[config.mk]
export PLATFORM = sky130hd
export DESIGN_NAME = key_event_arbiter
export DESIGN_NICKNAME = d
export VERILOG_FILES = /design/src/rtl/key_event_arbiter.sv
export SDC_FILE = /design/constraint.sdc
export NUM_CORES = 1
export LEC_CHECK = 0
export BUFFER_PORTS_ARGS = -buffer_cell sky130_fd_sc_hd__buf_2
export CAP_MARGIN = 20
export CORE_ASPECT_RATIO = 2
export CORE_MARGIN = 5
export CORE_UTILIZATION = 50
export DETAILED_ROUTE_END_ITERATION = 8
export PLACE_DENSITY = 0.73
export SETUP_SLACK_MARGIN = 0.4
export SYNTH_ARGS = -nofsm -noshare
export SYNTH_HDL_FRONTEND = slang
export SYNTH_SLANG_ARGS = --single-unit
[constraint.sdc]
create_clock -name sys_clk -period 5.4 [get_ports sys_clk]
set_clock_uncertainty 0.2 [all_clocks]
set_input_delay 0.81 -clock sys_clk [delete_from_list [all_inputs] [get_ports sys_clk]]
set_output_delay 0.81 -clock sys_clk [all_outputs]
set_load 0.005 [all_outputs]
[src/rtl/key_event_arbiter.sv]
// key_event_arbiter: collects one-cycle key_flag pulses into per-key pending
// latches and serialises them round-robin onto a valid/ready event stream,
// with sticky per-key overflow status and a saturating drop counter.
module key_event_arbiter #(
   parameter int unsigned KEY_NUM = 4,
   parameter int unsigned IDX_W   = 2,
   parameter int unsigned DROP_W  = 8
) (
   input  logic               sys_clk,
   input  logic               sys_rst_n,
   input  logic [KEY_NUM-1:0] key_flag,
   input  logic               evt_ready,
   input  logic               clr_stat,
   output logic               evt_valid,
   output logic [IDX_W-1:0]   evt_code,
   output logic [KEY_NUM-1:0] pend,
   output logic [KEY_NUM-1:0] overflow,
   output logic [DROP_W-1:0]  drop_cnt
);

   typedef enum logic {IDLE, VALID} state_t;

   localparam int unsigned SUM_W = DROP_W + 5;

   state_t               state, state_nxt;
   logic [IDX_W-1:0]     rr_ptr;
   logic                 slot_free;
   logic                 grant_vld;
   logic [IDX_W-1:0]     grant_idx;
   logic [KEY_NUM-1:0]   grant_oh;
   logic [KEY_NUM-1:0]   drop;
   logic [KEY_NUM-1:0]   pend_nxt;
   logic [SUM_W-1:0]     cnt_sum;
   logic [DROP_W-1:0]    cnt_nxt;

   assign evt_valid = (state == VALID);
   assign slot_free = (state == IDLE) | (evt_valid & evt_ready);

   // Round-robin search over registered pend, starting at rr_ptr and wrapping.
   always_comb begin
      logic [IDX_W:0] cand;
      grant_vld = 1'b0;
      grant_idx = '0;
      grant_oh  = '0;
      for (int unsigned k = 0; k < KEY_NUM; k++) begin
         cand = {1'b0, rr_ptr} + (IDX_W+1)'(k);
         if (cand >= (IDX_W+1)'(KEY_NUM))
            cand = cand - (IDX_W+1)'(KEY_NUM);
         if (!grant_vld && pend[cand[IDX_W-1:0]]) begin
            grant_vld = slot_free;
            grant_idx = cand[IDX_W-1:0];
         end
      end
      if (grant_vld)
         grant_oh[grant_idx] = 1'b1;
   end

   // Pending latch update, drop detection and saturating counter arithmetic.
   always_comb begin
      drop     = key_flag & pend & ~grant_oh;
      pend_nxt = key_flag | (pend & ~grant_oh);
      cnt_sum  = clr_stat ? '0 : SUM_W'(drop_cnt);
      for (int unsigned i = 0; i < KEY_NUM; i++)
         cnt_sum = cnt_sum + SUM_W'(drop[i]);
      if (cnt_sum > SUM_W'({DROP_W{1'b1}}))
         cnt_nxt = '1;
      else
         cnt_nxt = cnt_sum[DROP_W-1:0];
   end

   // Output handshake FSM: next-state selection.
   always_comb begin
      state_nxt = state;
      case (state)
         IDLE:    if (grant_vld) state_nxt = VALID;
         VALID:   if (evt_ready) state_nxt = grant_vld ? VALID : IDLE;
         default: state_nxt = IDLE;
      endcase
   end

   // State, event register, pointer, pending and status registers.
   always_ff @(posedge sys_clk or negedge sys_rst_n) begin
      if (!sys_rst_n) begin
         state    <= IDLE;
         evt_code <= '0;
         rr_ptr   <= '0;
         pend     <= '0;
         overflow <= '0;
         drop_cnt <= '0;
      end else begin
         state <= state_nxt;
         pend  <= pend_nxt;
         if (grant_vld) begin
            evt_code <= grant_idx;
            rr_ptr   <= (grant_idx == IDX_W'(KEY_NUM-1)) ? '0 : grant_idx + 1'b1;
         end
         // A drop in the same cycle as clr_stat survives the clear.
         overflow <= (clr_stat ? '0 : overflow) | drop;
         drop_cnt <= cnt_nxt;
      end
   end

endmodule

== After elaboration in Yosys (flattened, before gate mapping) ==
Cells that the tools add are included.

* Output and inout port bits: 19
* Register bits after elaboration: 21
* Input port bits: 8
* Word-level logic and storage cells: 76

* Reductions and logical operators: 7
* $lt $le $gt $ge: 11
* Bitwise logic cells: 9
* Add/sub/neg operators: 12
* Equal/unequal tests: 1
* Muxes and demuxes: 30

{| class="wikitable"
|+ Operators with widths
! operator !! count
|-
| $mux 2 || 9
|-
| $mux 8 || 2
|-
| $lt 2x3->1 const B || 5
|-
| $add 11x1->12 || 1
|-
| $and 4x4->4 || 3
|-
| $gt 12x8->1 const B || 1
|-
| $add 10x1->11 || 1
|-
| $mux 1 || 11
|-
| $add 9x1->10 || 1
|-
| $add 8x1->9 || 1
|-
| $ge 3x3->1 const B || 3
|-
| $bmux 1 s2 || 4
|-
| $mux 4 || 2
|-
| $or 4x4->4 || 2
|-
| $sub 2x1->2 const B || 4
|-
| $add 2x2->3 const B || 2
|-
| $logic_and 1x1->1 || 4
|-
| $not 4->4 || 1
|-
| $add 2x1->3 const B || 1
|-
| $ge 2x3->1 const B || 1
|-
| $logic_not 1->1 || 3
|-
| $add 2x1->2 const B || 1
|-
| $demux 1 s2 || 1
|-
| $eq 2x2->1 const B || 1
|-
| other kinds (5) || 5
|}

== Depth between registers and ports, before layout ==
Gate-level depths: netlist of run 1.

* Depth after elaboration: 27
* Depth in mapped cells: 18

== Worst setup path after synthesis of run 1 ==
Ideal clock, no wire load.

* Kind: input-to-reg
* From: input port evt_ready
* To: register drop_cnt[6]
* Stages on the path: 16
* Path slack: 960 ps
* Required time: 5,080 ps
* Arrival: 4,119 ps
* Setup time: 120 ps
* Cell sequence: nor2b_4 buf_6 xnor2_1 mux2_4 o31a_1 or2_1 ha_1 nand2_1 nand3_1 fa_1 inv_1 fa_1 fa_1 nand2_1 nor2_1 o211a_1

* Longest elaborated chain between the ends: 25

{| class="wikitable"
|+ Ends and longest elaborated chain
! item !! line !! RTL
|-
| start: declaration || 12 || <nowiki>input logic evt_ready,</nowiki>
|-
| $and 1x1->1 * || 37 || <nowiki>assign slot_free = (state == IDLE) | (evt_valid & evt_ready);</nowiki>
|-
| $or 1x1->1 * || 37 ||
|-
| $mux 1 || 49 || <nowiki>if (!grant_vld && pend[cand[IDX_W-1:0]]) begin</nowiki>
|-
| $logic_not 1->1 || 49 ||
|-
| $logic_and 1x1->1 || 49 ||
|-
| $mux 1 || 49 ||
|-
| $logic_not 1->1 || 49 ||
|-
| $logic_and 1x1->1 || 49 ||
|-
| (+10 left out) || - ||
|-
| $and 4x4->4 * || 60 || <nowiki>drop = key_flag & pend & ~grant_oh;</nowiki>
|-
| $add 8x1->9 || 64 || <nowiki>cnt_sum = cnt_sum + SUM_W'(drop[i]);</nowiki>
|-
| $add 9x1->10 || 64 ||
|-
| $add 10x1->11 || 64 ||
|-
| $add 11x1->12 * || 64 ||
|-
| $gt 12x8->1 || 65 || <nowiki>if (cnt_sum > SUM_W'({DROP_W{1'b1}}))</nowiki>
|-
| $mux 8 * || 65 ||
|-
| net cnt_nxt[6] || 34 || <nowiki>logic [DROP_W-1:0] cnt_nxt;</nowiki>
|-
| end signal: assignment || 99 || <nowiki>drop_cnt <= cnt_nxt;</nowiki>
|-
| end: declaration || 18 || <nowiki>output logic [DROP_W-1:0] drop_cnt</nowiki>
|}

Mark *: on every way through the listed nets, which the timed path passes. The rest lies on a longest branch.
A chain may end at the register's enable or synchronous reset.

== Worst setup path after layout of run 1 ==
* From: register rr_ptr[1]
* To: register drop_cnt[5]

* Longest elaborated chain between the ends: 27

{| class="wikitable"
|+ Ends and longest elaborated chain
! item !! line !! RTL
|-
| start: declaration || 26 || <nowiki>logic [IDX_W-1:0] rr_ptr;</nowiki>
|-
| start signal: assignment || 95 || <nowiki>rr_ptr <= (grant_idx == IDX_W'(KEY_NUM-1)) ? '0 : grant_idx + 1'b1;</nowiki>
|-
| branches (longest 18 deep; another with $add 2x1->3) || - ||
|-
| $mux 4 * || 54 || <nowiki>if (grant_vld)</nowiki>
|-
| $not 4->4 * || 60 ||
|-
| $and 4x4->4 * || 60 ||
|-
| $add 8x1->9 || 64 ||
|-
| $add 9x1->10 || 64 ||
|-
| $add 10x1->11 || 64 ||
|-
| $add 11x1->12 * || 64 ||
|-
| $gt 12x8->1 || 65 ||
|-
| $mux 8 * || 65 ||
|-
| net cnt_nxt[5] || 34 ||
|}

Mark *: on every way through the listed nets, which the timed path passes. The select of a mux whose other input is x is not followed.

==> impl_metrics.ini, run 1 <==
[setup_path]
r2r_setup_slack_ns = 0.74
cp.required_ns = 5.33
crit_arrival_ns = 4.58
crit_fanout = 17
cp-end-kind = register
worstSetupPathType = reg -> reg
crit_path_start_kind = register

[global_route]
grt_first_pass_wirelength_mm = 6.01
antenna_found_initial = 0
grt_max_degree = 22
grt_pass1_vias = 1329
gr-usage-all-layers = 0.196
grt.overflow.total = 0

[route]
postRouteAntennaNets = 0
via_per_inst = 6.12
routedWlPerCell_um = 17.6
via_count = 1260
wirelength_mm = 3.63
drtIter0Drc = 41
first_pass_iters = 4
drc = 0

[final_layout]
area_growth_pct = 11.2
antennaDiodeCount = 0
fill_cells = 281
final_cell_area_um2 = 1630
drive_gt1_frac = 0.220
fin_util = 0.587
most-common-layout-cells = buf_2, dfrtp_1, nand2_1, inv_1, nor2_1
layout.area.seq_um2 = 526
num-nets-final = 194
multi_input_area_um2 = 853
layout_commonest_cell = buf_2

[sta]
fin_crit_ns = 4.66
report.final.hold_viol_count = 0
drv_slew = 0
setup_viol = 0
finalCritPeriodShare = 0.862
setup_ws_ns = 0.743
max_freq_mhz = 215
rsz0062_at_grt = false
relSlewSlack = 0.550
worstMarginPinSlew_ns = 0.668
fin_tns_setup_ns = 0

[yosys]
yosysUniqueCellTypes = 48
yosysWarnings = 0
yosys.area.top_type = dfrtp_1
avgSynthCellArea_um2 = 9.31
synth_top_area_share = 0.360
synth.top_cells.by_area = dfrtp_1, ha_1, fa_1
synth_area_um2 = 1460
synthesis.nets = 173
syn_inst = 157
synthArstFlopShare = 1.00
synth_edf_count = 0
synth_flop_cell = dfrtp_1
ys_seq_area_frac = 0.360
ys_ff_latch = 21

[floorplanning]
initial_core_util = 0.528
fp.dieW_um = 48.2
core_um2 = 2770
ios = 27
fp-row-count = 27
dieArea_um2 = 4170
die_y_um = 86.5

[place]
gp_congestion = 0.841
port_buffers = 26
place_area_um2 = 1570
dp_slack_ns = 0.496
hpwl_mm = 2.81

[cts]
h-tree-depth = 1
cts.path.max_buffers = 2
cts_hold_buf = 0
cts_tree = yes
worstSkewPairLatency_ns = 0.26
cts_buffers = 3
clk_pin_slew_ns = 0.08
cts-root-buf = clkbuf_8
postCtsSetupBuffers = 0
cts-resized-gates = 0
clkSinkCount = 21

[pwr]
max-vdd-ir-drop_mv = 0.349
power.leakage_nw = 0.756
totalPowerFinal_w = 0.000845
powerDensity_nw_per_um2 = 520

[flow_run]
maxCapViolations = 0

[hold_path]
min-delay-path-class = reg -> reg

[status]
outcome = finished clean
==> sequential cells by signal (all words and copies together), names as in the netlist <==
register and count:
overflow 4, evt_valid 1, pend 4, drop_cnt 8, evt_code 2, rr_ptr 2
==> worst paths after layout <==
check | startpoint | end | cells past startpoint
worst max-delay path | rr_ptr[1] | drop_cnt[5] | 14
worst min-delay path | overflow[2] | overflow[2] | 1
worst max register to register | rr_ptr[1] | drop_cnt[5] | 14
worst min register to register | overflow[2] | overflow[2] | 1
max in group asynchronous | sys_rst_n | drop_cnt[5] | 1
min in group asynchronous | sys_rst_n | drop_cnt[6] | 1
==> cell type report <==
type,count,share of cell area
multi-input combinational,117,0.525
sequential,21,0.323
timing repair buffer,26,0.0801
clock buffer,3,0.0254
tap,29,0.0223
inverter,9,0.0208
clock inverter,1,0.00308
==> worst max-delay path, stage by stage, from the launching register on <==
cell and delay [ns]:
dfrtp_1 0.61, or3_1 0.47, a21o_1 0.19, a221oi_1 0.40, o41ai_2 0.14, and2_1 0.20
ha_1 0.18, nand2_1 0.07, nand3_1 0.18, fa_1 0.59, inv_1 0.05, fa_1 0.42
fa_1 0.46, nand4_1 0.23, o21ai_0 0.14
==> metal layers <==
layer,track usage,part of all wire
met3,0.0166,0.024
met1,0.191,0.36
met2,0.369,0.58
met5,0,0
met4,0.0882,0.027
==> Yosys cell counts (2+ instances only) <==
library cell,count
dfrtp_1,21
nand2_1,15
inv_1,8
nor2_1,8
nand3_1,7
a21o_1,6
clkbuf_1,6
nor2b_1,6
o21ai_0,6
a21oi_1,5
ha_1,5
nor3_1,4
o211ai_1,4
fa_1,3
mux2i_1,3
nand2b_1,3
nor4b_1,3
a31oi_1,2
and2_1,2
and3_1,2
buf_2,2
buf_6,2
mux2_2,2
nand3b_1,2
nor3b_1,2
o21ai_1,2
o31a_1,2
o41ai_2,2
xnor2_1,2
xor2_1,2
==> through the flow <==
stage / instances / hold slack, ns
5_1_grt: 206 / 0.313
4_1_cts: 206 / 0.289
6_report: 206 / 0.287
3_5_place_dp: 202 / 0.272
2_1_floorplan: 157 / 0.277
3_3_place_gp: 202 / 0.263
==> power breakdown <==
part	switching, W	internal, W	total, W
Combinational	0.000222	0.000212	0.000434
Clock	0.0000509	0.0000514	0.000102
Sequential	0.0000994	0.000209	0.000308
==> cells by family (layout without fill, tap and decap cells) <==
family | Yosys count | in the layout | synth area share
flip-flops | 21 | 21 | 0.360
AND/OR/NAND/NOR | 61 | 61 | 0.229
multiplexers | 8 | 8 | 0.0634
XOR/XNOR | 4 | 4 | 0.0240
AO/OA/AOI/OAI | 36 | 36 | 0.179
buffers and inverters | 19 | 39 | 0.0608
adder cells (fa/ha/maj) | 8 | 8 | 0.0839
(Power assumes the default switching activity.)
==> run 2, diff against run 1 <==
--- a/config.mk
+++ b/config.mk
@@ -7,7 +7,6 @@
 export LEC_CHECK = 0
 export BUFFER_PORTS_ARGS = -buffer_cell sky130_fd_sc_hd__buf_2
 export CAP_MARGIN = 20
-export CORE_ASPECT_RATIO = 2
 export CORE_MARGIN = 5
 export CORE_UTILIZATION = 50
 export DETAILED_ROUTE_END_ITERATION = 8
==> run 2 against run 1 <==
Wire length fell by 15%. Clock power fell by 29%. Final cell count rose by 0.97%. Hold slack got worse by 0.035 ns. Die area fell by 1.6%. Register-to-register slack improved by 0.08 ns. Sequential share of layout area rose by 0.45 points. Sequential power fell by 3%.
==> impl_metrics.ini, run 2 (same netlist as run 1, synthesis figures left out) <==
[status]
outcome = finished clean

[place]
dpl.cell_count = 204
gp_congestion = 0.836
dp_slack_ns = 0.555
port_buffers = 26
hpwl_mm = 2.35

[sta]
worstMarginPinSlew_ns = 0.663
setup_viol = 0
report.final.hold_viol_count = 0
max_freq_mhz = 219
drv_slew = 0
rsz0062_at_grt = false
finalCritPeriodShare = 0.847
relSlewSlack = 0.554
worst_hold_slack_ns = 0.252
fin_tns_setup_ns = 0
fin_crit_ns = 4.58
setup_ws_ns = 0.825

[floorplanning]
ios = 27
initial_core_util = 0.525
die_y_um = 64.1
fp.dieW_um = 64.1
core_um2 = 2780
fp-row-count = 19
dieArea_um2 = 4100

[cts]
clk_pin_slew_ns = 0.11
h-tree-depth = 1
cts.path.max_buffers = 2
cts-resized-gates = 0
postCtsSetupBuffers = 0
cts_hold_buf = 0
worstSkewPairLatency_ns = 0.29
cts-root-buf = clkbuf_4
clkSinkCount = 21
cts_tree = yes
cts_buffers = 3

[route]
via_count = 1215
wirelength_mm = 3.10
drc = 0
first_pass_iters = 4
via_per_inst = 5.84
postRouteAntennaNets = 0
routedWlPerCell_um = 14.9
drtIter0Drc = 101

[setup_path]
worstSetupPathType = reg -> reg
crit_arrival_ns = 4.55
crit_fanout = 17
crit_path_start_kind = register
cp-end-kind = register
cp.required_ns = 5.37

[pwr]
max-vdd-ir-drop_mv = 0.309
power.leakage_nw = 0.747
totalPowerFinal_w = 0.000789
powerDensity_nw_per_um2 = 492

[final_layout]
drive_gt1_frac = 0.215
most-common-layout-cells = buf_2, dfrtp_1, nand2_1, inv_1, nor2_1
area_growth_pct = 9.67
largest_register_ffs = 8
num-nets-final = 194
final_cells = 208
top_register = drop_cnt
antennaDiodeCount = 0
top_regs = drop_cnt: 8 flops, overflow: 4 flops, pend: 4 flops
layout_commonest_cell = buf_2

[global_route]
antenna_found_initial = 0
gr-usage-all-layers = 0.157
grt_pass1_vias = 1177
grt.overflow.total = 0
grt_max_degree = 22
grt_first_pass_wirelength_mm = 5.34

[flow_run]
maxCapViolations = 0

[hold_path]
min-delay-path-class = in -> async
[run 2: cell type report]
type / instances / area [um^2]
clock inverters: 1 / 5.00
multi-input cells: 117 / 847
flip-flops and latches: 21 / 526
well taps: 31 / 38.8
clock buffers: 3 / 22.5
repair buffers: 26 / 130
fillers: 248 / 1180
inverters: 9 / 33.8
[run 2: worst max-delay path: stages (launching register included)]
cell	delay, ns
dfrtp_1	0.70
mux2i_2	0.37
nor2_1	0.07
mux2_4	0.29
o31a_1	0.33
or2_1	0.24
ha_1	0.20
nand2_1	0.07
nand3_1	0.12
fa_1	0.54
inv_1	0.05
fa_1	0.42
fa_1	0.46
nand4_1	0.24
o21ai_0	0.14
[run 2: where the power goes]
part | internal (W) | leakage [nW] | switching [W]
Sequential | 0.000209 | 0.245 | 0.0000908
Combinational | 0.000207 | 0.484 | 0.000210
Clock | 0.0000275 | 0.0177 | 0.0000446
[run 2: final timing paths]
kind	slack, ns	cells after the start	end	from
max in group asynchronous	4.43	1	overflow[0]	sys_rst_n
setup / recovery	0.82	14	drop_cnt[4]	rr_ptr[1]
min in group sys_clk	0.29	1	overflow[2]	overflow[2]
hold reg to reg	0.29	1	overflow[2]	overflow[2]
hold / removal	0.25	1	drop_cnt[1]	sys_rst_n
setup reg to reg	0.82	14	drop_cnt[4]	rr_ptr[1]
[run 2: through the flow]
stage	instance area [um^2]	util
floorplan	1460	-
global route	1600	0.576
detailed placement	1580	0.566
finish	1600	0.576
CTS	1600	0.576
global placement	1580	0.566
[run 2: per-layer routing]
| metal | part of all wire | vias up | global-route usage |
|---|---|---|---|
| met5 | 0 | - | 0 |
| met4 | 0.0097 | 0 | 0.0416 |
| met3 | 0.048 | 4 | 0.0228 |
| met2 | 0.49 | 37 | 0.254 |
| met1 | 0.45 | 575 | 0.221 |
| li1 | - | 599 | - |
==> run 3, diff against run 2 <==
==> constraint.sdc (replaced) <==
create_clock -name sys_clk -period 4.3 [get_ports sys_clk]
set_clock_uncertainty 0.2 [all_clocks]
set_input_delay 0.645 -clock sys_clk [delete_from_list [all_inputs] [get_ports sys_clk]]
set_output_delay 0.645 -clock sys_clk [all_outputs]
set_load 0.005 [all_outputs]
==> run 3 against run 2 <==
Design area is 31% higher. Count of clock-buffer cells in the layout unchanged. Sequential power is 16% higher. First-iteration DRC count grew 5.0%. Global-route usage rose by 5.2 points. Final cell count grew 19%. Total power up 82%. Via count increased by 18%. Critical path type unchanged.
==> impl_metrics.ini, run 3 (same netlist as run 1, synthesis figures left out) <==
[status]
outcome = finished clean

[place]
dp_slack_ns = 0.00196
gp_congestion = 0.882
place_area_um2 = 1740
port_buffers = 26
hpwl_mm = 2.76

[floorplanning]
core_um2 = 2780
fp-row-count = 19
dieArea_um2 = 4100
ios = 27
initial_core_util = 0.525
die_y_um = 64.1
fp.dieW_um = 64.1

[sta]
rsz0062_at_grt = true
report.final.hold_viol_count = 0
max_freq_mhz = 244
fin_tns_setup_ns = 0
setup_viol = 0
setup_ws_ns = 0.209
drv_slew = 0
worstMarginPinSlew_ns = 0.614
fin_crit_ns = 4.09
finalCritPeriodShare = 0.951
relSlewSlack = 0.587

[global_route]
grt_max_degree = 22
antenna_found_initial = 0
grt.overflow.total = 0
grt_first_pass_wirelength_mm = 6.98
grt_pass1_vias = 1451
gr-usage-all-layers = 0.209

[final_layout]
area_growth_pct = 43.6
layout_commonest_cell = buf_4
final_cell_area_um2 = 2100
antennaDiodeCount = 0
fin_util = 0.754
most-common-layout-cells = buf_4, buf_2, dfrtp_1, nand2_1, inv_1
drive_gt1_frac = 0.491
largest_register_ffs = 8
num-nets-final = 233
top_regs = drop_cnt: 8 flops, overflow: 4 flops, pend: 4 flops
top_register = drop_cnt

[setup_path]
crit_path_start_kind = register
worstSetupPathType = reg -> reg
cp.required_ns = 4.29
rr_worst_depth = 15
crit_arrival_ns = 4.08
crit_fanout = 6
cp-end-kind = register

[pwr]
power.leakage_nw = 0.986
powerDensity_nw_per_um2 = 684
max-vdd-ir-drop_mv = 0.485

[hold_path]
min-delay-path-class = in -> async

[route]
postRouteAntennaNets = 0
wirelength_mm = 4.16
routedWlPerCell_um = 16.8
first_pass_iters = 4
via_count = 1432
drtIter0Drc = 106
via_per_inst = 5.80
drc = 0

[cts]
cts.path.max_buffers = 2
worstSkewPairLatency_ns = 0.30
h-tree-depth = 1
cts_buffers = 3
clk_pin_slew_ns = 0.12
clkSinkCount = 21
cts_tree = yes
cts-root-buf = clkbuf_4

[flow_run]
maxCapViolations = 0
==> run 3: stage by stage <==
step	hold WS, ns	instances	power [W]
after detailed placement	0.265	222	0.00103
after global placement	0.264	222	0.00101
after global routing	0.0952	247	0.00155
after floorplan	0.149	157	0.000783
after CTS	0.0821	243	0.00132
final	0.0894	247	0.00143
==> run 3: worst paths after layout <==
kind / from / end / slack (ns)
hold / removal: sys_rst_n / drop_cnt[0] / 0.09
min in group sys_clk: overflow[2] / overflow[2] / 0.30
hold reg to reg: overflow[2] / overflow[2] / 0.30
setup / recovery: rr_ptr[1] / drop_cnt[3] / 0.21
max in group asynchronous: sys_rst_n / pend[3] / 3.45
setup reg to reg: rr_ptr[1] / drop_cnt[3] / 0.21
==> run 3: area by class of cell <==
class | instances | area [um^2]
multi-input combinational | 117 | 1020
timing repair buffer | 65 | 449
clock buffer | 3 | 22.5
fill | 187 | 683
tap | 31 | 38.8
inverter | 9 | 36.3
clock inverter | 1 | 5.00
sequential | 21 | 528
==> run 3: layer usage <==
layer  GRT usage  vias up  wire length, um
met5           0        -                0
met4      0.0416        0               43
met3      0.0420        6              246
met2       0.345       51             2040
met1       0.285      700             1830
li1            -      675                -
==> run 3: where the power goes <==
part / switching, W / internal (W) / total [W]
registers: 0.0000818 / 0.000265 / 0.000347
logic: 0.000456 / 0.000537 / 0.000993
clock network: 0.0000598 / 0.0000347 / 0.0000945
==> run 3: timing repair <==
item	4_1_cts	5_1_grt
pin swaps	14	7
gates resized for setup	20	18
hold buffers	0	0
setup endpoints to repair	8	8
setup buffers	17	4
==> run 3: critical path, cell delays in order, from the launching register on <==
cell      delay, ns
dfrtp_2        0.49
buf_6          0.15
mux2i_4        0.24
nor2_1         0.07
mux2_4         0.27
o31a_1         0.33
or2_1          0.24
ha_2           0.19
nand2_2        0.07
nand3_2        0.09
fa_1           0.48
inv_1          0.05
fa_2           0.36
fa_2           0.43
nand4_1        0.20
o211ai_1       0.12
